<file path="src/rtl/sd_clk_ctrl.sv">
// SD-bus clock sequencer: PLL-lock startup, programmable half-period, safe divider switch.
// Optional macro SD_CLK_STRETCH_EN adds i_hold to stretch the low phase at the rising boundary.
module sd_clk_ctrl #(
    parameter int DIV_W       = 8,
    parameter int INIT_DIV    = 250,
    parameter int LOCK_CYCLES = 16
) (
    input  logic             i_clk,
    input  logic             i_rst_n,
    input  logic             i_pll_lock,
    input  logic             i_run,
    input  logic [DIV_W-1:0] i_div,
    input  logic             i_div_req,
`ifdef SD_CLK_STRETCH_EN
    input  logic             i_hold,
`endif
    output logic             o_div_ack,
    output logic [DIV_W-1:0] o_cur_div,
    output logic             o_sd_clk,
    output logic             o_rise_stb,
    output logic             o_fall_stb,
    output logic             o_ready
);

    localparam int LCW = $clog2(LOCK_CYCLES + 1);

    typedef enum logic [1:0] {
        ST_STARTUP,
        ST_IDLE,
        ST_RUN
    } state_t;

    state_t           r_state;
    logic [LCW-1:0]   r_lock_cnt;
    logic [DIV_W-1:0] r_cnt;
    logic             r_sd_clk;
    logic             r_rise;
    logic             r_fall;
    logic             r_ack;
    logic             r_ready;
    logic [DIV_W-1:0] r_cur_div;

    state_t           w_state_nxt;
    logic [LCW-1:0]   w_lock_cnt_nxt;
    logic [DIV_W-1:0] w_cnt_nxt;
    logic             w_sd_nxt;
    logic             w_rise_nxt;
    logic             w_fall_nxt;
    logic             w_ack_nxt;
    logic [DIV_W-1:0] w_cur_div_nxt;

    logic             w_hold;
    logic             w_req;
    logic [DIV_W-1:0] w_req_div;
    logic             w_boundary;
    logic             w_apply;
    logic [DIV_W-1:0] w_div_eff;

`ifdef SD_CLK_STRETCH_EN
    assign w_hold = i_hold;
`else
    assign w_hold = 1'b0;
`endif

    // A req still high right after an ack is a fresh request, one cycle later.
    assign w_req      = i_div_req & ~r_ack;
    assign w_req_div  = (i_div == '0) ? DIV_W'(1) : i_div;
    assign w_boundary = (r_state == ST_RUN) && !r_sd_clk && (r_cnt == '0);
    assign w_apply    = w_req && i_pll_lock &&
                        ((r_state == ST_IDLE) || (w_boundary && !w_hold));
    assign w_div_eff  = w_apply ? w_req_div : r_cur_div;

    always_ff @(posedge i_clk) begin
        if (!i_rst_n) begin
            r_state    <= ST_STARTUP;
            r_lock_cnt <= '0;
            r_cnt      <= '0;
            r_sd_clk   <= 1'b0;
            r_rise     <= 1'b0;
            r_fall     <= 1'b0;
            r_ack      <= 1'b0;
            r_ready    <= 1'b0;
            r_cur_div  <= DIV_W'(INIT_DIV);
        end else begin
            r_state    <= w_state_nxt;
            r_lock_cnt <= w_lock_cnt_nxt;
            r_cnt      <= w_cnt_nxt;
            r_sd_clk   <= w_sd_nxt;
            r_rise     <= w_rise_nxt;
            r_fall     <= w_fall_nxt;
            r_ack      <= w_ack_nxt;
            r_ready    <= (w_state_nxt != ST_STARTUP);
            r_cur_div  <= w_cur_div_nxt;
        end
    end

    always_comb begin
        w_state_nxt    = r_state;
        w_lock_cnt_nxt = '0;
        unique case (r_state)
            ST_STARTUP: begin
                if (!i_pll_lock) begin
                    w_lock_cnt_nxt = '0;
                end else if (r_lock_cnt == LCW'(LOCK_CYCLES)) begin
                    w_lock_cnt_nxt = r_lock_cnt;
                    w_state_nxt    = ST_IDLE;
                end else begin
                    w_lock_cnt_nxt = r_lock_cnt + LCW'(1);
                end
            end
            ST_IDLE: begin
                if (!i_pll_lock)
                    w_state_nxt = ST_STARTUP;
                else if (i_run)
                    w_state_nxt = ST_RUN;
            end
            ST_RUN: begin
                if (!i_pll_lock)
                    w_state_nxt = ST_STARTUP;
                else if (w_boundary && !w_hold && !i_run)
                    w_state_nxt = ST_IDLE;
            end
            default: w_state_nxt = ST_STARTUP;
        endcase
    end

    always_comb begin
        w_sd_nxt      = r_sd_clk;
        w_rise_nxt    = 1'b0;
        w_fall_nxt    = 1'b0;
        w_ack_nxt     = 1'b0;
        w_cur_div_nxt = r_cur_div;
        w_cnt_nxt     = r_cnt;
        unique case (r_state)
            ST_IDLE: begin
                w_sd_nxt = 1'b0;
                if (i_pll_lock) begin
                    if (w_apply) begin
                        w_ack_nxt     = 1'b1;
                        w_cur_div_nxt = w_req_div;
                    end
                    if (i_run) begin
                        w_sd_nxt   = 1'b1;
                        w_rise_nxt = 1'b1;
                        w_cnt_nxt  = w_div_eff - DIV_W'(1);
                    end
                end
            end
            ST_RUN: begin
                if (!i_pll_lock) begin
                    w_sd_nxt  = 1'b0;
                    w_cnt_nxt = '0;
                end else if (r_cnt != '0) begin
                    w_cnt_nxt = r_cnt - DIV_W'(1);
                end else if (r_sd_clk) begin
                    w_sd_nxt   = 1'b0;
                    w_fall_nxt = 1'b1;
                    w_cnt_nxt  = r_cur_div - DIV_W'(1);
                end else if (!w_hold) begin
                    // Rising boundary: the only safe point to switch rate.
                    if (w_apply) begin
                        w_ack_nxt     = 1'b1;
                        w_cur_div_nxt = w_req_div;
                    end
                    if (i_run) begin
                        w_sd_nxt   = 1'b1;
                        w_rise_nxt = 1'b1;
                        w_cnt_nxt  = w_div_eff - DIV_W'(1);
                    end
                end
            end
            default: begin
                w_sd_nxt  = 1'b0;
                w_cnt_nxt = '0;
            end
        endcase
    end

    assign o_sd_clk   = r_sd_clk;
    assign o_rise_stb = r_rise;
    assign o_fall_stb = r_fall;
    assign o_div_ack  = r_ack;
    assign o_ready    = r_ready;
    assign o_cur_div  = r_cur_div;

endmodule

</file>
<file path="config.mk">
export PLATFORM = sky130hd
export DESIGN_NAME = sd_clk_ctrl
export DESIGN_NICKNAME = d
export VERILOG_FILES = /design/src/rtl/sd_clk_ctrl.sv
export SDC_FILE = /design/constraint.sdc
export NUM_CORES = 1
export LEC_CHECK = 0
export BUFFER_PORTS_ARGS = -buffer_cell sky130_fd_sc_hd__buf_2
export CAP_MARGIN = 20
export CORE_MARGIN = 2
export CORE_UTILIZATION = 53
export DETAILED_ROUTE_END_ITERATION = 10
export PLACE_DENSITY = 0.74
export SYNTH_ARGS = -nofsm -noshare
export SYNTH_HDL_FRONTEND = slang
export SYNTH_SLANG_ARGS = --single-unit
</file>
<file path="constraint.sdc">
create_clock -name i_clk -period 3.2 [get_ports i_clk]
set_input_delay 0.32 -clock i_clk [delete_from_list [all_inputs] [get_ports i_clk]]
set_output_delay 0.32 -clock i_clk [all_outputs]
set_load 0.05 [all_outputs]
</file>
==> metrics.cfg <==
[outcome]
status = finished, final reports clean

[routing]
firstDrtPassIters = 6
vias = 2534
drtAntennaViolNets = 0
first_iter_violations = 300
drt-vias-per-instance = 6.60
drc_errors = 0
wire_per_inst_um = 18.1
wl_um = 6960

[global_routing]
grt_usage = 0.276
grt_pass1_vias = 2218
gr-total-overflow = 0
grt_first_pass_wirelength_um = 11000
antenna_found_initial = 0
grt_max_degree = 23

[timing]
setup_viol = 0
finalHoldViolations = 0
timing.final.crit_share = 0.966
skew_ns = 0.00978
fmax_mhz = 324
max-slew-margin-rel = 0.578
worstMarginPinSlew_ns = 0.625
slew_viol_final = 0
finalCriticalPeriod_ns = 3.09

[clocking]
path_clk_slew_ns = 0.11
hold_buffers = 0
clk_path_buf_depth = 2
numCtsBuffers = 3
cts_root_buf = clkbuf_8
clock-sinks = 28
cts_tree = built
cts-htree-levels = 1
insertion_delay_ns = 0.29

[setup_path]
worst-endpoint-required_ns = 3.39
worstSetupStartpointType = flop
cp_max_fo = 6
crit_path_max_incr_delay_ns = 0.49
path_cells = inv_1 > ha_1 > nor2b_4 > a31oi_4 > nor2_1 > a21oi_2 > ha_1 > or3b_2 > o31a_1 > o211ai_1 > a311oi_1 > o211a_1
cp_top_family = compound AO/OA/AOI/OAI gates
end_kind = flop
cp.arrival_ns = 3.28
critPathKind = flop to flop
slowest_stage = or3b_2
cpMostUsedCell = ha_1
critPathBufInv = 1

[synth]
ys_warn_count = 0
syn_inst = 307
ys_seq_area_frac = 0.238
syn_avg_cell_area_um2 = 7.66
async_reset_ff_frac = 0
synth_cell_types = 67
synth_fp_nets = 329
synthFlopType = dfxtp_1
synth-seq-cells = 28
synthesis.area_mm2 = 0.00235
synth_edf_count = 0

[floorplanning]
fp.dieW_um = 70.6
std_cell_rows = 24
coreArea_mm2 = 0.00432
dieArea_mm2 = 0.00499
die_h_um = 70.6
io_pins = 26
start_util = 0.544

[pwr]
total_power_w = 0.000697
peakVddDrop_mv = 0.202
powerDensity_mw_per_mm2 = 257
leakagePower_nw = 1.06

[place]
globalplace.congestion = 0.945
hpwlAfterDp_um = 5110
place_inst = 377
numPortBuffers = 25

[min_path]
hp-class = primary input to flop

[layout]
nets = 355
drive_above_1_share = 0.205
stdcell_count = 384
syn_to_final_growth_pct = 15.2
antenna_cells = 0

[run]
cap_violations = 0

==> worst min-delay path: cells and delay by family <==
kind / cells / cell delay, ns
buffers and inverters: 1 / 0.10
muxes: 1 / 0.06
and+or+nand+nor: 1 / 0.06
==> per-layer routing <==
| metal | GRT usage | vias to the layer above | wire length (µm) |
|---|---|---|---|
| met5 | 0 | - | 0 |
| met4 | 0.0881 | 0 | 157 |
| met3 | 0.0313 | 21 | 637 |
| met2 | 0.434 | 154 | 3140 |
| met1 | 0.397 | 1161 | 3030 |
| li1 | - | 1198 | - |
==> per-stage QoR <==
step	area, µm²	worst slack [ns]	TNS (ns)	util	hold WS (ns)
2_1_floorplan	2370	0.00484	0	-	0.445
3_3_place_gp	2580	0.129	0	0.597	0.486
3_5_place_dp	2580	0.000939	0	0.597	0.508
4_1_cts	2670	0.0419	0	0.617	0.279
5_1_grt	2710	-0.0220	-0.0220	0.627	0.302
6_report	2710	0.109	0	0.627	0.280
==> cell usage after synthesis, drive strengths merged (5+ instances only) <==
master  number  area (µm²)
nor4         7        58.8
a211oi       8        60.1
a21oi       17        88.8
ha           9         113
nand4        6        37.5
nor3        10        61.3
or3          5        31.3
nor3b        6        45.0
clkbuf      18        67.6
o211ai       7        52.6
buf          7        47.5
o21ai       16        83.8
nor2        16        60.1
nand2       28         105
nand3       13        70.1
mux2i        7        70.1
a31oi        5        31.3
inv         17        63.8
dfxtp       28         561
xor2         7        61.3
==> state kept, by name, summed over array words and instances (netlist names) <==
signal / flops
o_fall_stb: 1
r_lock_cnt: 5
r_state: 2
o_sd_clk: 1
o_rise_stb: 1
o_cur_div: 8
o_div_ack: 1
r_cnt: 8
o_ready: 1
==> cell usage in the layout (no fill, tap or decap), types with 4 or more instances in the layout <==
cell	Yosys	layout
nand2_1	28	28
dfxtp_1	28	28
buf_2	5	25
buf_4	0	20
inv_1	17	17
nor2_1	16	16
a21oi_1	16	14
o21ai_0	14	14
nand3_1	12	12
nor3_1	9	9
ha_1	9	9
a211oi_1	8	8
mux2i_1	7	7
xor2_1	7	7
o211ai_1	7	7
nand4_1	6	6
nor4_1	6	5
nor3b_1	6	5
or3_1	5	5
a31oi_1	5	4
nand2b_1	4	4
a21o_1	4	4
xnor2_1	4	4
o22ai_1	4	4
==> timing repair <==
action / in CTS / in global routing
buffers inserted: 0 / 2
gates resized for setup: 2 / 5
hold endpoints to repair: 0 / 0
pin swaps: 0 / 2
cloned: 0 / 0
endpoints found under the setup margin: 1 / 2
==> power breakdown <==
group	switching, W	leakage, nW	internal [W]	total [W]
Sequential	0.000000992	0.226	0.000349	0.000350
Clock	0.000125	0.0357	0.000168	0.000293
Combinational	0.0000364	0.798	0.0000166	0.0000530
Total	0.000163	1.06	0.000534	0.000697
==> logic make-up (layout without fill, tap and decap cells) <==
kind of cell               after synthesis  count (layout)  synth area share
xor gates and xnor gates                11              11            0.0410
buffers and inverters                   42              67            0.0761
and+or+nand+nor                        118             118             0.286
muxes                                    7               7            0.0298
DFF                                     28              28             0.238
adders and majority gates                9               9            0.0479
AOI/OAI and AO/OA                       92              92             0.281
==> path summary, 6_finish.rpt <==
kind	cells past startpoint	end	start	slack, ns
worst max-delay path	12	r_cnt[6]$_SDFFE_PN0P_	r_state[0]$_SDFF_PN0_	0.11
worst min-delay path	3	o_cur_div[7]$_SDFFE_PN1P_	i_div[7]	0.28
worst max register to register	12	r_cnt[6]$_SDFFE_PN0P_	r_state[0]$_SDFF_PN0_	0.11
worst min register to register	2	r_lock_cnt[4]$_SDFFE_PN0N_	r_lock_cnt[4]$_SDFFE_PN0N_	0.53
==> final cells by class <==
cell class                      instances  area (µm²)
Timing Repair Buffer                   46         280
Fill cell                             400        1610
Clock buffer                            3        41.3
Tap cell                               52        65.1
Inverter                               17        63.8
Multi-Input combinational cell        237        1670
Clock inverter                          1        30.0
Sequential cell                        28         561
Note: power is estimated with default switching activity, not from simulation.
